<file path="config.mk">
export PLATFORM = sky130hd
export DESIGN_NAME = spi_master_arbiter
export DESIGN_NICKNAME = d
export VERILOG_FILES = /design/src/rtl/spi_master_arbiter.sv
export SDC_FILE = /design/constraint.sdc
export NUM_CORES = 1
export LEC_CHECK = 0
export CAP_MARGIN = 20
export CORE_MARGIN = 2
export CORE_UTILIZATION = 48
export DETAILED_ROUTE_END_ITERATION = 12
export PLACE_DENSITY = 0.86
export SLEW_MARGIN = 20
export SYNTH_ARGS = -nofsm -noshare
export SYNTH_HDL_FRONTEND = slang
export SYNTH_SLANG_ARGS = --single-unit
</file>
<file path="constraint.sdc">
create_clock -name clk -period 2.73 [get_ports clk]
set_input_delay 0.273 -clock clk [delete_from_list [all_inputs] [get_ports clk]]
set_output_delay 0.273 -clock clk [all_outputs]
set_load 0.005 [all_outputs]
</file>
<file path="src/rtl/spi_master_arbiter.sv">
// spi_master_arbiter: shares one SPCR/SPSR/SPDR SPI master between two requesters.
// Optional `SPI_MASTER_ARBITER_ROUND_ROBIN_EN selects round-robin tie-break (default fixed priority).
module spi_master_arbiter #(
  parameter int                           BUS_ADDR_DATA_LEN = 8,
  parameter logic [BUS_ADDR_DATA_LEN-1:0] SPCR_ADDR         = 'h20,
  parameter logic [BUS_ADDR_DATA_LEN-1:0] SPSR_ADDR         = 'h21,
  parameter logic [BUS_ADDR_DATA_LEN-1:0] SPDR_ADDR         = 'h22,
  parameter logic [7:0]                   SPCR0_VAL         = 8'h50,
  parameter logic [7:0]                   SPCR1_VAL         = 8'h50,
  parameter int                           CS_SETUP_CYC      = 2,
  parameter int                           CS_HOLD_CYC       = 2,
  parameter int                           POLL_TIMEOUT      = 1023
) (
  input  logic                         clk,
  input  logic                         rst,
  input  logic [1:0]                   req,
  output logic [1:0]                   gnt,
  input  logic [1:0]                   tx_valid,
  input  logic [15:0]                  tx_data,
  output logic [1:0]                   tx_ready,
  output logic [1:0]                   rx_valid,
  output logic [7:0]                   rx_data,
  output logic [1:0]                   err,
  output logic [1:0]                   cs_n,
  output logic [BUS_ADDR_DATA_LEN-1:0] spi_addr,
  output logic                         spi_wr,
  output logic                         spi_rd,
  output logic [7:0]                   spi_dat_out,
  input  logic [7:0]                   spi_dat_in
);

  typedef enum logic [3:0] {
    IDLE, CFG, SETUP, WAITTX, WRDR, POLL, RDDR, HOLD, RELEASE
  } state_t;

  state_t     state, state_nx;
  logic       own;
  logic       pick;
  logic [1:0] own_oh;
  logic [3:0] dly_cnt;
  logic [9:0] poll_cnt;
  logic       setup_done;
  logic       hold_done;
  logic       poll_last;
  logic       spif;

`ifdef SPI_MASTER_ARBITER_ROUND_ROBIN_EN
  logic rr;

  // Round-robin pointer flips away from the requester just served.
  always_ff @(posedge clk or posedge rst) begin
    if (rst)                   rr <= 1'b0;
    else if (state == RELEASE) rr <= ~own;
  end

  assign pick = (req == 2'b11) ? rr : ~req[0];
`else
  assign pick = ~req[0];
`endif

  assign own_oh     = own ? 2'b10 : 2'b01;
  assign spif       = spi_dat_in[7];
  assign setup_done = ({1'b0, dly_cnt} + 5'd1) >= 5'(CS_SETUP_CYC);
  assign hold_done  = ({1'b0, dly_cnt} + 5'd1) >= 5'(CS_HOLD_CYC);
  assign poll_last  = poll_cnt == 10'(POLL_TIMEOUT - 1);

  // State register and latched owner for the whole transaction.
  always_ff @(posedge clk or posedge rst) begin
    if (rst) begin
      state <= IDLE;
      own   <= 1'b0;
    end else begin
      state <= state_nx;
      if (state == IDLE && |req) own <= pick;
    end
  end

  // Cycle counters for cs setup/hold and SPSR polling.
  always_ff @(posedge clk or posedge rst) begin
    if (rst) begin
      dly_cnt  <= '0;
      poll_cnt <= '0;
    end else begin
      if (state == SETUP || state == HOLD) dly_cnt <= dly_cnt + 4'd1;
      else                                 dly_cnt <= '0;
      if (state == WRDR)               poll_cnt <= '0;
      else if (state == POLL && !spif) poll_cnt <= poll_cnt + 10'd1;
    end
  end

  // Received byte capture; rx_valid follows the SPDR read by one cycle.
  always_ff @(posedge clk or posedge rst) begin
    if (rst) begin
      rx_data  <= '0;
      rx_valid <= '0;
    end else begin
      rx_valid <= (state == RDDR) ? own_oh : 2'b00;
      if (state == RDDR) rx_data <= spi_dat_in;
    end
  end

  // Next-state and register-bus/handshake outputs.
  always_comb begin
    state_nx    = state;
    gnt         = 2'b00;
    cs_n        = 2'b11;
    tx_ready    = 2'b00;
    err         = 2'b00;
    spi_wr      = 1'b0;
    spi_rd      = 1'b0;
    spi_addr    = '0;
    spi_dat_out = '0;
    unique case (state)
      IDLE: begin
        if (|req) state_nx = CFG;
      end
      CFG: begin
        gnt         = own_oh;
        spi_wr      = 1'b1;
        spi_addr    = SPCR_ADDR;
        spi_dat_out = (own ? SPCR1_VAL : SPCR0_VAL) | 8'h50;
        state_nx    = SETUP;
      end
      SETUP: begin
        gnt  = own_oh;
        cs_n = ~own_oh;
        if (setup_done) state_nx = WAITTX;
      end
      WAITTX: begin
        gnt  = own_oh;
        cs_n = ~own_oh;
        if (!req[own])          state_nx = HOLD;
        else if (tx_valid[own]) state_nx = WRDR;
      end
      WRDR: begin
        gnt         = own_oh;
        cs_n        = ~own_oh;
        spi_wr      = 1'b1;
        spi_addr    = SPDR_ADDR;
        spi_dat_out = own ? tx_data[15:8] : tx_data[7:0];
        tx_ready    = own_oh;
        state_nx    = POLL;
      end
      POLL: begin
        gnt      = own_oh;
        cs_n     = ~own_oh;
        spi_rd   = 1'b1;
        spi_addr = SPSR_ADDR;
        if (spif) begin
          state_nx = RDDR;
        end else if (poll_last) begin
          err      = own_oh;
          state_nx = HOLD;
        end
      end
      RDDR: begin
        gnt      = own_oh;
        cs_n     = ~own_oh;
        spi_rd   = 1'b1;
        spi_addr = SPDR_ADDR;
        state_nx = WAITTX;
      end
      HOLD: begin
        gnt  = own_oh;
        cs_n = ~own_oh;
        if (hold_done) state_nx = RELEASE;
      end
      RELEASE: begin
        state_nx = IDLE;
      end
      default: state_nx = IDLE;
    endcase
  end

endmodule

</file>
==> impl_metrics.yaml, run 1 <==
outcome:
  status: "finished clean"
timing:
  tightest_slew_ps: 666.3
  slew_violations: 0
  rsz0062_at_grt: "no"
  max_freq_mhz: 385.5
  finalSetupViolCount: 0
  tns_ps: 0
  hold_viol: 0
  max-slew-margin-rel_pct: 55.34
  clock_skew_ps: 4.629
  min_period_ps: 2594
  finalCritPeriodShare_pct: 95.02
route:
  first_pass_iters: 4
  wl_per_cell_um: 13.87
  drt-total-wl_um: 4106
  drc_errors: 0
  ant_nets: 0
  viasPerCell: 5.193
  vias: 1537
  drt_iter0_drc: 92
final_layout:
  insertedDiodeCount: 0
  final_area_um2: 2530
  layout-drive-gt1-share_pct: 13.71
  fillers: 295
  utilization_pct: 69.63
  final_nets: 281
  syn2layout_area_growth_pct: 41.50
  finalNonFillerCells: 296
global_route:
  track_usage_pct: 22.04
  grt_pass1_wl_um: 6900
  grt_pass1_vias: 1479
  grt_overflow_total: 0
  antenna_found_initial: 0
  grt_start_max_net_pins: 30
synth:
  ys.flop_type: "dfrtp_1"
  synth_compound_area_share_pct: 6.368
  synth_area_leader_cell: "dfrtp_1"
  synth.distinct_cells: 45
  synth.cell_area_um2: 1788
  synth-adder-area-share_pct: 2.799
  yosysTopAreaCellShare_pct: 40.59
  async_flop_share_pct: 100.0
  synth_seq_area_share_pct: 40.59
  yosysWarnings: 0
  ys_ff_latch: 29
  synth-xor-area-share_pct: 4.409
  synth_area_leaders: "dfrtp_1 41%, mux2_2 6.9%, mux2i_1 6.2%"
  syn_inst: 186
  synth_mux_area_share_pct: 13.09
  avgSynthCellArea_um2: 9.613
  synth_top_family_by_area: "simple AND/OR/NAND/NOR gates"
  yosys.area_share.simple_pct: 25.54
  synth_edf_count: 0
setup_path:
  worst_setup_path_start_kind: "register"
  crit_path_end_kind: "primary output"
  path_class: "register to primary output"
  crit_path_max_fanout: 15
  required_ps: 2460
  arrival_ps: 2320
die:
  placementRows: 22
  start_util_pct: 49.21
  core-area_um2: 3633
  die_h_um: 65.03
  die_w_um: 65.03
  io_pins: 66
  dieArea_um2: 4229
placed_design:
  dp.final_hpwl_um: 2976
  dp_cells: 288
  numPortBuffers: 60
  dpl-instance-area_um2: 2410
  place.gp.congestion: 0.8273
cts:
  postCtsResizedCells: 0
  cts_tree: "built"
  clk_pin_slew_ps: 70
  cts_root_buf: "clkbuf_8"
  cts.sinks: 29
  post_cts_buffers: 0
  clk_latency_ps: 290
  cts_hold_buf: 0
  htreeDepth: 2
  cts_buffers: 5
  clock_path_buffers: 2
power_and_ir_drop:
  p_leak_nw: 1.109
  p_per_area_nw_per_um2: 985.5
  peakVddDrop_mv: 0.5140
flow_run:
  cap_viol_max_count: 0
worst_hold_path:
  worstHoldPathType: "input port to asynchronous set/reset pin"
critical path, stage by stage, from the launching register on:
cell and delay, ps:
dfrtp_1 530, nand2b_1 160, or3_1 560, o21ai_0 260, clkdlybuf4s50_1 530
routing by layer:
layer	GRT usage [%]	wire length, um	vias to the layer above
met5	0	0	-
met4	11.46	91	0
met3	5.556	212	6
met2	36.73	2105	41
met1	26.23	1696	742
li1	-	-	748
cell usage after synthesis (3+ instances only):
master	instances
dfrtp_1	29
nor2_1	25
nand2_1	13
mux2_2	11
mux2i_1	11
inv_1	7
nand3_1	6
nor3_1	6
a21oi_1	5
buf_4	5
o21ai_0	5
xnor2_1	5
buf_2	4
clkbuf_1	4
ha_1	4
nor4_1	4
xor2_1	4
nand2b_1	3
or3_1	3
final cells by class:
| cell class | instances | area [um2] | share of cell area [%] |
|---|---|---|---|
| multi-input cells | 138 | 952.2 | 37.64 |
| flip-flops and latches | 29 | 725.7 | 28.68 |
| repair buffers | 66 | 645.6 | 25.52 |
| clock buffers | 6 | 82.58 | 3.264 |
| well taps | 48 | 60.06 | 2.374 |
| clock inverters | 2 | 37.54 | 1.484 |
| inverters | 7 | 26.28 | 1.039 |
through the flow:
step | setup slack, ps | total power [mW] | hold slack, ps
global route | 0.1397 | 2.680 | 430.5
detailed placement | 428.0 | 2.030 | 494.6
CTS | 107.8 | 2.512 | 398.5
finish | 136.0 | 2.493 | 375.2
floorplan | 1069 | 1.483 | 351.1
global placement | 529.8 | 1.989 | 489.5
flip-flops by register name (all words and copies together) (netlist names):
register	flops
poll_cnt	10
rx_data	8
dly_cnt	4
state	4
rx_valid	2
own	1
where the power goes:
part / total, mW / switching, mW / internal (mW)
Clock: 0.473 / 0.176 / 0.296
Sequential: 0.717 / 0.140 / 0.577
Combinational: 1.30 / 0.555 / 0.749
cell families (layout without fill, tap and decap cells):
kind of cell | after synthesis | after routing
xor gates and xnor gates | 9 | 9
DFF | 29 | 29
and+or+nand+nor | 80 | 80
adders and majority gates | 4 | 4
other | 1 | 5
muxes | 22 | 22
AOI/OAI and AO/OA | 18 | 18
buffers and inverters | 23 | 81
final timing paths:
check / end / slack (ps) / cells past startpoint / start
max in group asynchronous: poll_cnt[0] / 2070 / 3 / rst
max: spi_dat_out[6] / 140 / 4 / state[2]
max reg2reg: state[1] / 680 / 5 / own
min in group clk: rx_data[0] / 510 / 1 / rx_data[0]
min: rx_data[5] / 380 / 3 / rst
min reg2reg: rx_data[0] / 510 / 1 / rx_data[0]
placed cells by master, fill, tap and decap left out, types with 4 or more instances in the layout:
cell type | netlist | layout
clkdlybuf4s50_1 | 0 | 60
dfrtp_1 | 29 | 29
nor2_1 | 25 | 25
nand2_1 | 13 | 13
mux2_2 | 11 | 11
mux2i_1 | 11 | 11
inv_1 | 7 | 7
nor3_1 | 6 | 6
nand3_1 | 6 | 6
clkbuf_8 | 0 | 6
buf_4 | 5 | 6
xnor2_1 | 5 | 5
a21oi_1 | 5 | 5
o21ai_0 | 5 | 5
conb_1 | 1 | 5
nor4_1 | 4 | 4
xor2_1 | 4 | 4
ha_1 | 4 | 4
(Power assumes the default switching activity.)
==> run 2, diff against run 1 <==
PLACE_DENSITY = 0.91   (was 0.86)
==> run 2 against run 1 <==
Net effect: global-route usage decreased by 2.3 points; highest routed layer unchanged; critical path type unchanged; core utilization is 0.45 points lower; wire length shrank 7.4%.
==> impl_metrics.yaml, run 2 (synthesized netlist as in run 1, its figures left out) <==
final_layout:
  reg.largest.list: "poll_cnt: 10 flops, rx_data: 8 flops"
  fillers: 301
  regMostFlops: "poll_cnt"
  multi_input_area_um2: 952.2
  final_common_cell: "clkdlybuf4s50_1"
  syn2layout_area_growth_pct: 40.59
  final_area_um2: 2514
  largest_register_ff_count: 10
  finalNonFillerCells: 295
  seq_area_um2: 725.7
  layout_common_cells: "60 x clkdlybuf4s50_1, 29 x dfrtp_1, 25 x nor2_1"
  insertedDiodeCount: 0
  final_nets: 281
  layout-drive-gt1-share_pct: 13.36
route:
  viasPerCell: 4.997
  drt_iter0_drc: 67
  wl_per_cell_um: 12.89
  ant_nets: 0
  drc_errors: 0
  vias: 1474
  first_pass_iters: 4
  drt-total-wl_um: 3802
global_route:
  antenna_found_initial: 0
  grt_pass1_wl_um: 6368
  track_usage_pct: 19.76
  grt_start_max_net_pins: 30
  grt_pass1_vias: 1445
  grt_overflow_total: 0
flow_run:
  cap_viol_max_count: 0
timing:
  clock_skew_ps: 9.810
  slew_violations: 0
  tns_ps: 0
  final.setup.worst_slack_ps: 197.8
  min_period_ps: 2532
  max_freq_mhz: 394.9
  max-slew-margin-rel_pct: 55.17
  finalCritPeriodShare_pct: 92.76
  rsz0062_at_grt: "no"
  tightest_slew_ps: 668.8
  hold_viol: 0
  finalSetupViolCount: 0
placed_design:
  dpl-instance-area_um2: 2410
  place.gp.congestion: 0.8461
  numPortBuffers: 60
  dp_cells: 288
  pre_cts_ws_ps: 492.0
  dp.final_hpwl_um: 2840
setup_path:
  cpMaxStageDelayCell: "or3_1"
  crit_path_max_fanout: 15
  crit_path_end_kind: "primary output"
  path_class: "register to primary output"
  worst_setup_path_start_kind: "register"
  r2r_setup_slack_ps: 580
  slowest_delay_ps: 550
  cp_cell_sequence: "nand2b_1 > or3_1 > o21ai_0 > clkdlybuf4s50_1"
  arrival_ps: 2260
  required_ps: 2460
cts:
  cts_root_buf: "clkbuf_8"
  clk_latency_ps: 280
  postCtsResizedCells: 0
  cts_hold_buf: 0
  cts_buffers: 5
  htreeDepth: 2
  clk_pin_slew_ps: 70
  cts_tree: "built"
  clock_path_buffers: 2
  cts.sinks: 29
  post_cts_buffers: 0
die:
  start_util_pct: 49.21
  placementRows: 22
  io_pins: 66
  die_w_um: 65.03
  dieArea_um2: 4229
  core-area_um2: 3633
  die_h_um: 65.03
power_and_ir_drop:
  peakVddDrop_mv: 0.5400
  p_per_area_nw_per_um2: 968.7
  p_leak_nw: 1.106
outcome:
  status: "finished clean"
worst_hold_path:
  worstHoldPathType: "input port to asynchronous set/reset pin"
[run 2: changes by cell type in the layout (fill, tap and decap cells not counted)]
cell | previous run | this run
clkinvlp_4 | 1 | 0
clkbuf_8 | 6 | 5
clkinv_2 | 0 | 1
[run 2: final cells by class]
type                       count  area share [%]
timing repair buffer          66           25.68
tap                           48           2.389
multi-input combinational    138           37.88
clock buffer                   5           2.738
sequential                    29           28.87
clock inverter                 2           1.394
inverter                       7           1.045
[run 2: final timing paths]
| check | start | end | depth (start not counted) |
|---|---|---|---|
| worst max-delay path | state[2] | spi_dat_out[6] | 4 |
| worst min-delay path | rst | rx_data[6] | 3 |
| worst max register to register | own | state[1] | 5 |
| worst min register to register | rx_data[5] | rx_data[5] | 1 |
| max in group asynchronous | rst | poll_cnt[4] | 3 |
| min in group clk | rx_data[5] | rx_data[5] | 1 |
[run 2: power breakdown]
part           switching (mW)  internal (mW)
logic                   0.528          0.750
clock network           0.163          0.265
registers               0.152          0.578
total                   0.843           1.59
[run 2: layer usage]
metal  vias to the layer above  share of wire, %  track usage [%]
li1                        741                 -                -
met1                       696                45            24.13
met2                        32                50            33.76
met3                         5               4.1            5.729
met4                         0               1.1            5.990
met5                         -                 0                0
[run 2: stage by stage]
stage	hold slack [ps]	power (mW)	utilization (%)
2_1_floorplan	351.1	1.483	-
6_report	384.2	2.435	69.18
5_1_grt	424.6	2.610	69.18
4_1_cts	403.0	2.449	69.18
3_5_place_dp	498.5	2.010	66.32
3_3_place_gp	489.5	1.977	66.32
[run 2: critical path: cells and delay by family (launching register included)]
kind / cells / cell delay, ps
DFF: 1 / 530
AOI/OAI and AO/OA: 1 / 230
and+or+nand+nor: 2 / 700
buffers and inverters: 1 / 520
==> run 3, diff against run 2 <==
CAP_MARGIN = default   (was 20)
==> results of run 3 <==
Same layout as run 2: the final DEF is identical, and so are final timing and power.
